File: config.mk
export PLATFORM = sky130hd
export DESIGN_NAME = bin_to_bcd_seq
export DESIGN_NICKNAME = d
export VERILOG_FILES = /design/src/rtl/bin_to_bcd_seq.sv
export SDC_FILE = /design/constraint.sdc
export NUM_CORES = 1
export LEC_CHECK = 0
export CORE_MARGIN = 3
export CORE_UTILIZATION = 48
export CTS_CLUSTER_DIAMETER = 80
export CTS_CLUSTER_SIZE = 12
export DETAILED_ROUTE_END_ITERATION = 8
export PLACE_DENSITY = 0.74
export SLEW_MARGIN = 30
export SYNTH_ARGS = -nofsm -noshare
export SYNTH_HDL_FRONTEND = slang
export SYNTH_SLANG_ARGS = --single-unit
File: constraint.sdc
create_clock -name clk -period 1.46 [get_ports clk]
set_input_delay 0.219 -clock clk [delete_from_list [all_inputs] [get_ports clk]]
set_output_delay 0.219 -clock clk [all_outputs]
set_load 0.02 [all_outputs]
File: src/rtl/bin_to_bcd_seq.sv
// bin_to_bcd_seq: sequential double-dabble binary-to-BCD converter, one input bit per clock.
// Start/busy/done handshake; BCD output is registered and holds the last result.
module bin_to_bcd_seq #(
    parameter int WIDTH  = 8,
    parameter int DIGITS = 3
) (
    input  logic                  clk,
    input  logic                  rst,
    input  logic                  start,
    input  logic [WIDTH-1:0]      bin,
    output logic                  busy,
    output logic                  done,
    output logic [4*DIGITS-1:0]   BCD
);
    localparam int CW = $clog2(WIDTH + 1);
    typedef enum logic [1:0] {IDLE, SHIFT, DONE} state_t;
    state_t                    state_q, state_d;
    logic [WIDTH-1:0]          shift_q, shift_d;
    logic [4*DIGITS-1:0]       dig_q, dig_d, bcd_q, bcd_d, adj;
    logic [CW-1:0]             cnt_q, cnt_d;
    logic [4*DIGITS+WIDTH-1:0] sh;
    for (genvar i = 0; i < DIGITS; i++) begin : g_adj
        assign adj[4*i+:4] = (dig_q[4*i+:4] >= 4'd5) ? dig_q[4*i+:4] + 4'd3 : dig_q[4*i+:4];
    end
    // adjusted digits and shift register move left together as one word
    assign sh = {adj, shift_q} << 1;
    always_comb begin
        state_d = state_q;
        shift_d = shift_q;
        dig_d   = dig_q;
        cnt_d   = cnt_q;
        bcd_d   = bcd_q;
        case (state_q)
            SHIFT: begin
                shift_d = sh[WIDTH-1:0];
                dig_d   = sh[4*DIGITS+WIDTH-1:WIDTH];
                cnt_d   = cnt_q + CW'(1);
                if (cnt_q == CW'(WIDTH - 1)) begin
                    bcd_d   = sh[4*DIGITS+WIDTH-1:WIDTH];
                    state_d = DONE;
                end
            end
            default: begin
                if (start) begin
                    shift_d = bin;
                    dig_d   = '0;
                    cnt_d   = '0;
                    state_d = SHIFT;
                end else begin
                    state_d = IDLE;
                end
            end
        endcase
    end
    always_ff @(posedge clk or posedge rst) begin
        if (rst) begin
            state_q <= IDLE;
            shift_q <= '0;
            dig_q   <= '0;
            cnt_q   <= '0;
            bcd_q   <= '0;
        end else begin
            state_q <= state_d;
            shift_q <= shift_d;
            dig_q   <= dig_d;
            cnt_q   <= cnt_d;
            bcd_q   <= bcd_d;
        end
    end
    assign busy = (state_q == SHIFT);
    assign done = (state_q == DONE);
    assign BCD  = bcd_q;
endmodule
==> flow_results.org <==
** Timing
- At the pin with the least slew margin, the transition time is 325 ps.
- Highest Clock Rate :: 0.683 GHz
- Final-layout setup total negative slack :: -4.24 ps
- Final slew viol count :: 0
- Setup violations remaining at the end of the flow were counted as 1.
- Setup slack on the critical path of the routed design comes to -4.24 ps.
- Remaining max-slew budget at the tightest pin :: 0.781
- In the finished design, the share of the clock period the worst path needs comes to 1.00.
- On the final layout, the worst clock skew is 5.02 ps.
- Final period demand of the worst path :: roughly 1500 ps
- Setup repair after global routing could not meet its margin everywhere.
- Final hold analysis gives a worst-case slack of 280 ps.
- Final Hold Vio Count :: 0

** CTS
- The root buffer cell chosen for the clock tree is sky130_fd_sc_hd__clkbuf_8.
- The clock reaches the later pin of the worst-skew pair after 290 ps.
- Maximum clock path buffer count :: 2
- Number of buffers added by the clock tree synthesis step :: 5
- Clock-pin slew was measured on the worst setup and hold paths at about 70 ps.
- Maximum level of the CTS H-tree :: 2
- Clock tree from TritonCTS :: done
- Count of hold-fix buffers inserted at cts :: 0
- Number of clock sinks :: 38

** Worst setup path
- Highest-delay cell along the critical path :: sky130_fd_sc_hd__dfrtp_1
- The cell family contributing the most delay on the critical path is flip-flops.
- Req. time, crit path :: 1670 ps
- Type of destination of the critical path :: flip-flop
- The largest single stage delay on the critical path is 420 ps.
- Path type of the worst setup path :: reg2reg
- Setup slack on the worst reg-to-reg path comes out at -4 ps.
- STA classifies the critical path startpoint as a flip-flop.
- Along the worst path, the maximum fanout reaches 3.
- Buffers & Inverters on Critical Path :: 0
- Walking the worst path, the cells encountered are ha_2 > nand2b_4 > a21oi_4 > mux2_4 > o21ai_2.
- Arrival @ worst endpoint :: 1680 ps

** Logic synthesis
- The share of synthesized area in the top cell type comes to 0.527.
- The share of the Yosys chip area taken by registers is 0.527.
- Synthesis produced a netlist with a net count of 198.
- The average instance in the mapped netlist occupies 10.0 um2.
- Count of mapped cells out of synthesis :: 180
- The number of different library cells used by synthesis comes to 28.
- After synthesis, the cell types taking the most area are sky130_fd_sc_hd__dfrtp_1 (53%), sky130_fd_sc_hd__o21ai_0 (7.8%), sky130_fd_sc_hd__nand2_1 (5.6%), sky130_fd_sc_hd__ha_1 (4.9%), sky130_fd_sc_hd__mux2i_1 (4.4%).
- In this run the cell area of the synthesized design comes to 1800 um2.
- Yosys printed 0 warnings.
- Biggest area consumer among synthesized cells :: sky130_fd_sc_hd__dfrtp_1
- Synthesized flop and latch total :: 38

** Routing
- Drt first-iter violations :: 54
- Post-detailed-route DRC marker count :: 0
- Post-route ant nets :: 0
- Detailed route wirelength on metal3 :: 217 um
- Post-DR vias/cell :: between 5 and 6
- After detailed routing, the total wire length is 4120 um.
- M1 wire length :: approximately 1700 um
- Met2 wire length :: 2060 um
- The first detailed-routing pass took 4 iterations.
- Vias after detailed routing :: around 1500
- Per-cell routed wire length :: roughly 15 um
- Highest routed metal layer :: met4

** Placement
- Dpl hpwl :: 2700 um
- The congestion estimate from routability-driven global placement came to 0.870.
- Port bufs :: 24
- Cell area after placement :: around 2200 um2

** Die
- The floorplan has 21 rows.
- Starting density of the core :: 0.520
- Die Wd :: 67.3 um
- Boundary pin count :: 25
- Core Box Area :: roughly 3500 um2
- Die span in y :: around 67 um
- The die covers ~4500 um2.

** Cells and area
- Non-Filler Cell Area, Final :: around 2500 um2
- Highest-count cells in the layout ignoring fill and taps :: sky130_fd_sc_hd__dfrtp_1 (38), sky130_fd_sc_hd__nand2_1 (26), sky130_fd_sc_hd__o21ai_0 (21), sky130_fd_sc_hd__buf_4 (20)
- For this run, the share of the core covered by cells in the final layout is 0.716.
- Post-layout net count :: 244
- Of the cells placed in the final design, the portion with a size suffix greater than 1 is 0.292.
- Diode insertion count for antenna repair :: 0
- The library cell used most frequently in the layout, excluding fill and tap cells, is sky130_fd_sc_hd__dfrtp_1.
- Area delta synth->final :: 37.8%

** Power
- Lkg Pwr :: 0.00117 uW
- Pwr Density :: 2350 nW/um2
- Worst vdd ir :: 1.18 mV

** Outcome
- The checks that failed: setup timing.
- Run status :: finished, violations left

** GRT
- Largest net degree at the start of global routing :: 39
- Summed over all layers, the global routing overflow is 0.
- Tot GR Track Use :: 0.199
- The initial antenna violation count came to 0.
- The first global-routing pass estimated 6650 um of wire.
- The via count of the first global-routing pass was 1494.

** Hold path
- In this run the worst hold path is classified as in2async.

** Run
- Max-cap viol count :: 0
==> layer usage <==
| layer | up-vias | track usage |
|---|---|---|
| met5 | - | 0 |
| met4 | 0 | 0.0886 |
| met3 | 10 | 0.0599 |
| met2 | 50 | 0.339 |
| met1 | 722 | 0.231 |
| li1 | 707 | - |
==> logic make-up after synthesis <==
family          count (synthesis)  synth area share
flops                          38             0.527
simple gates                   58             0.164
compound gates                 46             0.134
buf+inv                        17            0.0479
mux                            11            0.0632
xor+xnor                        3            0.0146
fa+ha+maj                       7            0.0486
==> final cells by class <==
class	instances	area (um2)
timing repair buffer	47	433
sequential	38	951
fill	259	983
tap	46	57.6
clock buffer	7	76.3
multi-input combinational	125	928
inverter	9	38.8
==> registers in the layout, summed over array words and instances, names as in the netlist <==
register  flops
shift_q       8
state_q       2
dig_q        12
cnt_q         4
BCD          12
==> worst min-delay path, cell delays in order <==
cell and delay, ps:
sky130_fd_sc_hd__clkdlybuf4s50_1 400, sky130_fd_sc_hd__inv_1 90, sky130_fd_sc_hd__buf_12 230
==> report_power, final <==
| part | internal, uW | total [uW] | switching [uW] |
|---|---|---|---|
| logic | 1580 | 3320 | 1740 |
| registers | 1510 | 1860 | 347 |
| clock network | 329 | 673 | 345 |
==> Yosys cell counts <==
library cell and count:
sky130_fd_sc_hd__buf_1 1, sky130_fd_sc_hd__nand2b_1 3, sky130_fd_sc_hd__nor2b_1 1, sky130_fd_sc_hd__nor2_1 7, sky130_fd_sc_hd__nand2b_4 1, sky130_fd_sc_hd__clkbuf_1 3
sky130_fd_sc_hd__buf_6 2, sky130_fd_sc_hd__o21ai_1 7, sky130_fd_sc_hd__o21ai_2 1, sky130_fd_sc_hd__clkinv_4 1, sky130_fd_sc_hd__mux2_2 3, sky130_fd_sc_hd__nor3b_1 2
sky130_fd_sc_hd__o31ai_1 1, sky130_fd_sc_hd__nand4_1 1, sky130_fd_sc_hd__inv_1 8, sky130_fd_sc_hd__or3_1 6, sky130_fd_sc_hd__dfrtp_1 38, sky130_fd_sc_hd__nand3b_1 4
sky130_fd_sc_hd__mux2i_1 8, sky130_fd_sc_hd__or3b_2 3, sky130_fd_sc_hd__a31oi_1 4, sky130_fd_sc_hd__nor3_1 3, sky130_fd_sc_hd__ha_1 7, sky130_fd_sc_hd__nand2_1 27
sky130_fd_sc_hd__a21oi_1 5, sky130_fd_sc_hd__xnor2_1 3, sky130_fd_sc_hd__buf_2 2, sky130_fd_sc_hd__o21ai_0 28
==> what timing repair did <==
action / CTS / global route
pin swaps: 5 / 4
endpoints found under the hold margin: 0 / 0
endpoints found under the setup margin: 26 / 28
resized for setup: 31 / 29
buffers inserted: 0 / 2
==> stage by stage <==
stage,worst slack (ps),instances,power [uW]
final,-4.24,272,5850
after global routing,-57.9,272,6310
after CTS,2.04,270,5430
after detailed placement,-110,263,4560
after global placement,-35.4,263,4370
after floorplan,-1.64,180,3430
==> final timing paths <==
| check | endpoint | cells after the start | from |
|---|---|---|---|
| setup / recovery | BCD[6] | 5 | dig_q[4] |
| hold / removal | state_q[1] | 3 | rst |
| min in group clk | BCD[0] | 2 | BCD[0] |
| setup reg to reg | BCD[6] | 5 | dig_q[4] |
| hold reg to reg | BCD[0] | 2 | BCD[0] |
| max in group asynchronous | BCD[4] | 3 | rst |
Note: power is estimated with default switching activity, not from simulation.
